===== src/rtl/atpg_pkg.sv =====
`default_nettype none
// ============================================================================
// Module   : atpg_pkg
// Purpose  : Shared state encoding and MISR defaults for the response analyzer.
// Revision : 1.0
// ============================================================================
package atpg_pkg;

    typedef enum logic [1:0] {
        ST_IDLE = 2'd0,
        ST_RUN  = 2'd1,
        ST_DONE = 2'd2
    } state_t;

    // x^8 + x^4 + x^3 + x^2 + 1
    localparam logic [7:0] C_DEFAULT_POLY = 8'h1D;
    localparam logic [7:0] C_DEFAULT_SEED = 8'h00;

endpackage
`default_nettype wire


===== src/rtl/atpg_misr.sv =====
`default_nettype none
// ============================================================================
// Module   : atpg_misr
// Purpose  : Multiple-input signature register compacting response beats.
// Revision : 1.0
// ============================================================================
module atpg_misr #(
    parameter int               SIG_W = 8,
    parameter logic [SIG_W-1:0] POLY  = SIG_W'(8'h1D),
    parameter logic [SIG_W-1:0] SEED  = '0
) (
    input  logic             clk,
    input  logic             rst,
    input  logic             clr,
    input  logic             en,
    input  logic [SIG_W-1:0] din,
    output logic [SIG_W-1:0] sig
);

    logic [SIG_W-1:0] r_sig;
    logic [SIG_W-1:0] w_next;

    // Galois-style shift with feedback taken from the outgoing MSB
    assign w_next = {r_sig[SIG_W-2:0], 1'b0}
                  ^ (r_sig[SIG_W-1] ? POLY : '0)
                  ^ din;

    always_ff @(posedge clk or posedge rst) begin
        if (rst) begin
            r_sig <= SEED;
        end else if (clr) begin
            r_sig <= SEED;
        end else if (en) begin
            r_sig <= w_next;
        end
    end

    assign sig = r_sig;

endmodule
`default_nettype wire


===== src/rtl/atpg_response_analyzer.sv =====
`default_nettype none
// ============================================================================
// Module   : atpg_response_analyzer
// Purpose  : Compares CUT responses against expected values, counts failures,
//            records the first failing beat and compacts responses in a MISR.
// Revision : 1.0
// ============================================================================
module atpg_response_analyzer
    import atpg_pkg::*;
#(
    parameter int               WIDTH      = 1,
    parameter int               N_PATTERNS = 4,
    parameter int               SIG_W      = 8,
    parameter logic [SIG_W-1:0] POLY       = SIG_W'(C_DEFAULT_POLY),
    parameter logic [SIG_W-1:0] SEED       = SIG_W'(C_DEFAULT_SEED),
    localparam int              CW         = $clog2(N_PATTERNS + 1)
) (
    input  logic             clk,
    input  logic             rst,
    input  logic             start,
    input  logic             resp_valid,
    output logic             resp_ready,
    input  logic [WIDTH-1:0] resp_data,
    input  logic [WIDTH-1:0] exp_data,
    output logic             busy,
    output logic             done,
    output logic             pass,
    output logic [CW-1:0]    fail_count,
    output logic             first_fail_valid,
    output logic [CW-1:0]    first_fail_idx,
    output logic [SIG_W-1:0] signature
);

    localparam logic [CW-1:0] C_FC_MAX   = '1;
    localparam logic [CW-1:0] C_LAST_IDX = CW'(N_PATTERNS - 1);

    state_t        r_state;
    logic [CW-1:0] r_fail_count;
    logic          r_ffv;
    logic [CW-1:0] r_ffi;
    logic [CW-1:0] r_idx;

    logic             w_accept;
    logic             w_mismatch;
    logic             w_clr;
    logic [SIG_W-1:0] w_din;

    assign w_accept   = resp_valid && (r_state == ST_RUN);
    assign w_mismatch = (resp_data != exp_data);
    assign w_clr      = start && ((r_state == ST_IDLE) || (r_state == ST_DONE));
    assign w_din      = SIG_W'(resp_data);

    always_ff @(posedge clk or posedge rst) begin
        if (rst) begin
            r_state      <= ST_IDLE;
            r_fail_count <= '0;
            r_ffv        <= 1'b0;
            r_ffi        <= '0;
            r_idx        <= '0;
        end else begin
            case (r_state)
                ST_IDLE, ST_DONE: begin
                    if (start) begin
                        r_state      <= ST_RUN;
                        r_fail_count <= '0;
                        r_ffv        <= 1'b0;
                        r_ffi        <= '0;
                        r_idx        <= '0;
                    end
                end
                ST_RUN: begin
                    if (w_accept) begin
                        r_idx <= r_idx + CW'(1);
                        if (w_mismatch) begin
                            if (r_fail_count != C_FC_MAX) begin
                                r_fail_count <= r_fail_count + CW'(1);
                            end
                            if (!r_ffv) begin
                                r_ffv <= 1'b1;
                                r_ffi <= r_idx;
                            end
                        end
                        if (r_idx == C_LAST_IDX) begin
                            r_state <= ST_DONE;
                        end
                    end
                end
                default: r_state <= ST_IDLE;
            endcase
        end
    end

    atpg_misr #(
        .SIG_W (SIG_W),
        .POLY  (POLY),
        .SEED  (SEED)
    ) u_misr (
        .clk (clk),
        .rst (rst),
        .clr (w_clr),
        .en  (w_accept),
        .din (w_din),
        .sig (signature)
    );

    assign resp_ready       = (r_state == ST_RUN);
    assign busy             = (r_state == ST_RUN);
    assign done             = (r_state == ST_DONE);
    assign pass             = done && (r_fail_count == '0);
    assign fail_count       = r_fail_count;
    assign first_fail_valid = r_ffv;
    assign first_fail_idx   = r_ffi;

endmodule
`default_nettype wire


===== config.mk =====
export PLATFORM = sky130hd
export DESIGN_NAME = atpg_response_analyzer
export DESIGN_NICKNAME = d
export VERILOG_FILES = /design/src/rtl/atpg_pkg.sv /design/src/rtl/atpg_misr.sv /design/src/rtl/atpg_response_analyzer.sv
export SDC_FILE = /design/constraint.sdc
export NUM_CORES = 1
export LEC_CHECK = 0
export BUFFER_PORTS_ARGS = -buffer_cell sky130_fd_sc_hd__buf_2
export CAP_MARGIN = 30
export CELL_PAD_IN_SITES_DETAIL_PLACEMENT = 1
export CELL_PAD_IN_SITES_GLOBAL_PLACEMENT = 2
export CORE_MARGIN = 8
export CORE_UTILIZATION = 30
export CTS_CLUSTER_DIAMETER = 60
export DETAILED_ROUTE_END_ITERATION = 8
export GPL_TIMING_DRIVEN = 1
export MAX_ROUTING_LAYER = met4
export PLACE_DENSITY = 0.73
export REMOVE_ABC_BUFFERS = 1
export SYNTH_ARGS = -nofsm -noshare
export SYNTH_HDL_FRONTEND = slang
export SYNTH_SLANG_ARGS = --single-unit

===== constraint.sdc =====
create_clock -name clk -period 2.2 [get_ports clk]
set_clock_uncertainty 0.1 [all_clocks]
set_input_delay 0.44 -clock clk [delete_from_list [all_inputs] [get_ports clk]]
set_output_delay 0.44 -clock clk [all_outputs]
set_load 0.005 [all_outputs]

# Word-level counts from Yosys, hierarchy flattened
# Cells that the tools add are included.
# word_totals
regBits,20
inputBits,6
output_inout_bits,19
# classes
add_sub_neg,2
n_eq_ne,11
muxes,22
bitwise,2
reduce_logical,14
# ops
cell,n
2-to-1 mux 3 bit,8
one-hot mux 3 bit (2 select lines),3
2-to-1 mux 8 bit,2
AND reduction 5 bit,2
"!= test 2 x 1 -> 1 bit, second input constant",4
XOR 8 x 1 -> 8 bit,1
XOR 8 bit,1
"adder 3 x 1 -> 3 bit, second input constant",2
2-to-1 mux 2 bit,3
AND reduction 3 bit,2
2-to-1 mux 5 bit,1
"!= test 2 bit, second input constant",2
one-hot mux 2 bit (2 select lines),1
AND reduction 4 bit,1
nonzero test 2 bit,2
"equality test 3 x 2 -> 1 bit, second input constant",1
logical AND 1 bit,3
zero test 3 bit,1
2-to-1 mux 1 bit,3
"!= test 3 bit, second input constant",1
"equality test 2 x 1 -> 1 bit, second input constant",1
"equality test 2 bit, second input constant",1
zero test 2 bit,1
one-hot mux 1 bit (2 select lines),1
other kinds (3),3

# Depth between registers and ports, before layout
# depth
ltp_word,5
mapped_depth,5

# Hierarchy
# Synthesis repeated with hierarchy kept, for this count alone.
# unflattened
cells_unflattened,105
hier_area_um2,1106.1
# by_module_without_submodules
mod,instances,cells_each,area_each_um2
atpg_response_analyzer,1,65,645.6
atpg_misr,1,40,460.4

# Worst setup path after synthesis
# OpenSTA, ideal clock, no wires.
# synth_timing
path_type,register to register
startpoint,reg r_fail_count[0] (netlist: fail_count[0])
endpoint,reg r_fail_count[1] (netlist: fail_count[1])
setup_ps,125
arrival_time_ps,1393
required_ps,1975
slack_ps,582
stages_incl_launch_ff,5
path_buffers,0
path_cell_list,dfrtp_1 > ha_1 > ha_1 > nor3_4 > mux2_2
# synth_via
elab_chain_cells,5
elab_cells_between_ends,8
classes_between,add/sub (1); eq/ne (2); mux (4); reduce/logical (1)
# synth_rtl
item,line_no,source
start: declaration,atpg_response_analyzer.sv:38,logic [CW-1:0] r_fail_count;
start signal: assignment,atpg_response_analyzer.sv:76,r_fail_count <= r_fail_count + CW'(1);
adder 3 x 1 -> 3 bit,atpg_response_analyzer.sv:76,
2-to-1 mux 3 bit,atpg_response_analyzer.sv:75,if (r_fail_count != C_FC_MAX) begin
2-to-1 mux 3 bit,atpg_response_analyzer.sv:74,if (w_mismatch) begin
2-to-1 mux 3 bit,atpg_response_analyzer.sv:72,if (w_accept) begin
one-hot mux 3 bit (2 select lines),atpg_response_analyzer.sv:61,case (r_state)
# Several ways; a longest one is shown, not always the timed one. The select of a mux whose other input is x is not followed.
# A chain may end at the register's enable or synchronous reset.

# Worst setup path in the final report
# layout_timing
startpoint,reg r_state[0]
endpoint,out pass
# layout_via
elab_chain_cells,2
# layout_rtl
item,line_no,source
start: declaration,atpg_response_analyzer.sv:37,state_t r_state;
start signal: assignment,atpg_response_analyzer.sv:55,r_state <= ST_IDLE;
start signal: assignment,atpg_response_analyzer.sv:64,r_state <= ST_RUN;
start signal: assignment,atpg_response_analyzer.sv:84,r_state <= ST_DONE;
equality test 2 bit,atpg_response_analyzer.sv:108,assign done = (r_state == ST_DONE);
logical AND 1 bit,atpg_response_analyzer.sv:109,assign pass = done && (r_fail_count == '0);
end: declaration,atpg_response_analyzer.sv:27,"output logic pass,"
# No other way between the ends.

==> metrics.md <==
| Metric | Value |
|---|---|
| Status | complete, no violations |
| Hold-fix buffers, CTS | 0 |
| Register share of total power | 0.419 |
| Bufs and invs on worst path | 1 |
| Buffers added on ports | 24 |
| Total power density per cell area | 1310 nW/µm² |
| Tightest slew margin relative to the limit | 0.664 |
| CTS Sinks | 20 |
| Kind of capture point of the worst setup path | output port |
| First-pass detailed-route iteration total | 2 |
| Resized cells post-CTS | 0 |
| Starting Density | 0.306 |
| Crit path DAT | ~1300 ps |
| Area share of the largest cell type after synthesis | 0.499 |
| Top-count cell post-synth | dfrtp_1 |
| Final-report hold violation count | 0 |
| Clock-pin slew reported for the worst setup and hold paths after clock tree synthesis | 120 ps |
| Reg area | approximately 500 µm² |
| Number of different library cells in the post-synthesis netlist | 24 |
| Count of unresolved DRC violations after routing | 0 |
| Final Net Count | 133 |
| Fillers | roughly 390 |
| Count of flip-flops with a built-in enable after synthesis | 0 |
| Top-level I/O count | 25 |
| Class of the worst hold path | primary input to async pin |
| Area occupied by multi-input gates | around 440 µm² |
| Half-perimeter wire length after detailed placement | between 1.5 and 2 mm |
| Synth Flop Type | dfrtp_1 |
| DR vias | 731 |
| TNS Setup | 0 ps |
| Leading area contributor after synthesis | dfrtp_1 |
| Post-layout total power | 1.58 mW |
| Critical path's top delay family | flip-flops |
| Pins Over Slew Limit | 0 |
| GRT Resource Usage Total | 0.0910 |
| MaxCap Viol Count | 0 |
| Compound-Gate Fraction of Synth Area | 0.0798 |
| Final weighted congestion in routability-driven placement | around 0.72 |
| Routed Antenna Nets | 0 |
| Deepest level of the CTS H-tree | 1 |
| Fraction of synthesized area in multiplexers | 0.0611 |
| Synth area leaders | dfrtp_1 (50%), nand2_1 (6.7%), ha_1 (6.2%) |
| Actual transition at the worst max-transition pin | 504 ps |
| Relative area change from synthesis to final layout | 20.3% |
| Register bit total from synthesis | 20 |
| Relative contribution of combinational cells to total power | 0.388 |
| CP Max Fanout | 6 |
| Net switching power of the design | 568 µW |
| Req. time, crit path | 1660 ps |
| Clock share of power | 0.193 |
| Cells after synthesis | 98 |
| Layout cells sized above 1 | 0.264 |
| Yosys synthesis warning count | 0 |
| Average footprint of a synthesized cell | between 10 and 15 µm² |
| Overflow left after global routing | 0 |
| Postcts setup bufs | 0 |
| Combinational family with the most area after synthesis | simple AND/OR/NAND/NOR gates |
| Maximum buffer depth of the clock tree | 2 |
| R2R Path Start | fail_count[0] |
| Clock latency on the worst-skew pair | 300 ps |
| First-pass GRT wire length | about 3.6 mm |
| Vias per Instance | between 4 and 5 |
| Setup violation total in the final timing report | 0 |
| Post-Synth Adder-Cell Area | 0.0623 |
| Initial antenna violation count | 0 |
| Largest stage delay on the critical path | roughly 470 ps |
| Die Area | 5450 µm² |
| Worst setup path start | r_state[0] |
| Total standard cell area after synthesis | 1000 µm² |
| Final WL | 2.18 mm |
| Fin crit share | 0.842 |
| Maximum number of pins on one net before global-route repair | 21 |
| Cell types with the highest counts after synthesis | dfrtp_1 (20), nand2_1 (18), inv_1 (8) |
| Basic-gate share of the synthesized area counting and, or, nand and nor cells | 0.191 |
| Share of synthesized registers carrying an async set or reset | 1.00 |
| Cell chain of the critical path | nand2b_1 -> nor3b_1 -> buf_2 |
| Critical path class | register to output port |
| Post-synthesis share of cell area spent on xor and xnor gates | 0.0436 |
| Clock Tree Root | clkbuf_4 |
| VDD IR-drop max | 0.394 mV |
| LEAKAGE | between 0.6 and 0.7 nW |
| Vias in the first global route | 746 |
| Upper clock frequency limit | 540 MHz |
| Internal | 1.01 mW |
| Core area | 3280 µm² |
| 1st-iter DRT viols | 23 |
| Number of clock buffers inserted by TritonCTS | 3 |
| Switching share of power | 0.359 |
| TritonCTS clock tree | yes |
| Chip width | around 74 µm |
| Floorplan die height | 73.8 µm |
| Time the final worst path needs with I/O delays and setup | roughly 1900 ps |
| WL/cell | 13.1 µm |
| Inserted Diodes | 0 |
| Part of the Yosys area used for sequential elements | 0.499 |
| Slowest cell on the critical path | dfrtp_1 |
| RSZ-0062 raised after global routing | no |
| Number of placement rows | 21 |
| Critical path launch point type | register |
[per-layer routing]
| metal | track usage | part of all wire | up-vias | routed length [µm] |
|---|---|---|---|---|
| li1 | - | - | 365 | - |
| met1 | 0.101 | 0.44 | 351 | 962 |
| met2 | 0.147 | 0.50 | 11 | 1100 |
| met3 | 0.0232 | 0.034 | 4 | 75 |
| met4 | 0.0466 | 0.020 | 0 | 43 |
| met5 | - | 0 | - | 0 |
[layout make-up]
| class | instances | share of cell area |
|---|---|---|
| flip-flops and latches | 20 | 0.415 |
| repair buffers | 25 | 0.106 |
| inverters | 8 | 0.0249 |
| clock inverters | 1 | 0.0249 |
| clock buffers | 3 | 0.0187 |
| multi-input cells | 64 | 0.364 |
| well taps | 46 | 0.0477 |
[logic make-up (layout without fill, tap and decap cells)]
family / count (synthesis) / in the layout
simple gates: 35 / 35
flops: 20 / 20
buf+inv: 14 / 37
compound gates: 13 / 13
mux: 6 / 6
fa+ha+maj: 5 / 5
xor+xnor: 5 / 5
[power by group through the flow]
stage	sequential (mW)	clock, mW	combinational [mW]
after global placement	0.669	0	0.615
after detailed placement	0.675	0	0.634
final	0.663	0.305	0.614
after CTS	0.667	0.312	0.637
after global routing	0.696	0.330	0.713
after floorplan	0.665	0	0.377
[sequential cells by signal, indices dropped and copies added (netlist names)]
signal            flops
fail_count            3
u_misr.sig            8
r_idx                 3
first_fail_valid      1
r_state               2
first_fail_idx        3
[final timing paths]
path,cells after the start,to,slack (ps)
setup / recovery,3,pass,350
hold / removal,3,first_fail_idx[0],40
setup reg to reg,4,fail_count[1],500
hold reg to reg,2,r_idx[2],430
max in group asynchronous,3,r_state[1],1740
min in group clk,2,r_state[1],260
[layout by cell type (no fill, tap or decap)]
cell / Yosys / routed
bufinv_16: 0 / 1
buf_4: 2 / 1
mux2_2: 1 / 1
and2b_1: 2 / 2
o31ai_1: 1 / 1
a21oi_1: 4 / 4
nor2_1: 6 / 6
xnor2_1: 5 / 5
a211oi_1: 4 / 4
nor3_4: 1 / 1
ha_1: 5 / 5
o21ai_0: 3 / 3
buf_2: 3 / 24
nand3_1: 2 / 2
nor3b_1: 1 / 1
o21a_1: 1 / 1
inv_1: 8 / 8
nand3b_4: 1 / 1
nand4bb_1: 1 / 1
nand2b_1: 2 / 2
nand2_1: 18 / 18
dfrtp_1: 20 / 20
mux2i_1: 5 / 5
clkbuf_4: 0 / 3
and3b_1: 1 / 1
[through the flow]
| step | util | hold WS, ps | instances | cell area (µm²) | worst slack [ps] |
|---|---|---|---|---|---|
| 2_1_floorplan | - | 304 | 92 | 970 | 582 |
| 3_3_place_gp | 0.352 | 383 | 163 | 1150 | 533 |
| 3_5_place_dp | 0.352 | 386 | 163 | 1150 | 512 |
| 4_1_cts | 0.368 | 42.9 | 167 | 1210 | 337 |
| 5_1_grt | 0.368 | 61.0 | 167 | 1210 | 234 |
| 6_report | 0.368 | 39.2 | 167 | 1210 | 347 |
[tightest hold or removal path, cell delays in order]
cell and delay (ps):
buf_2 90, inv_1 40, buf_4 270
Note: power is estimated with default switching activity, not from simulation.
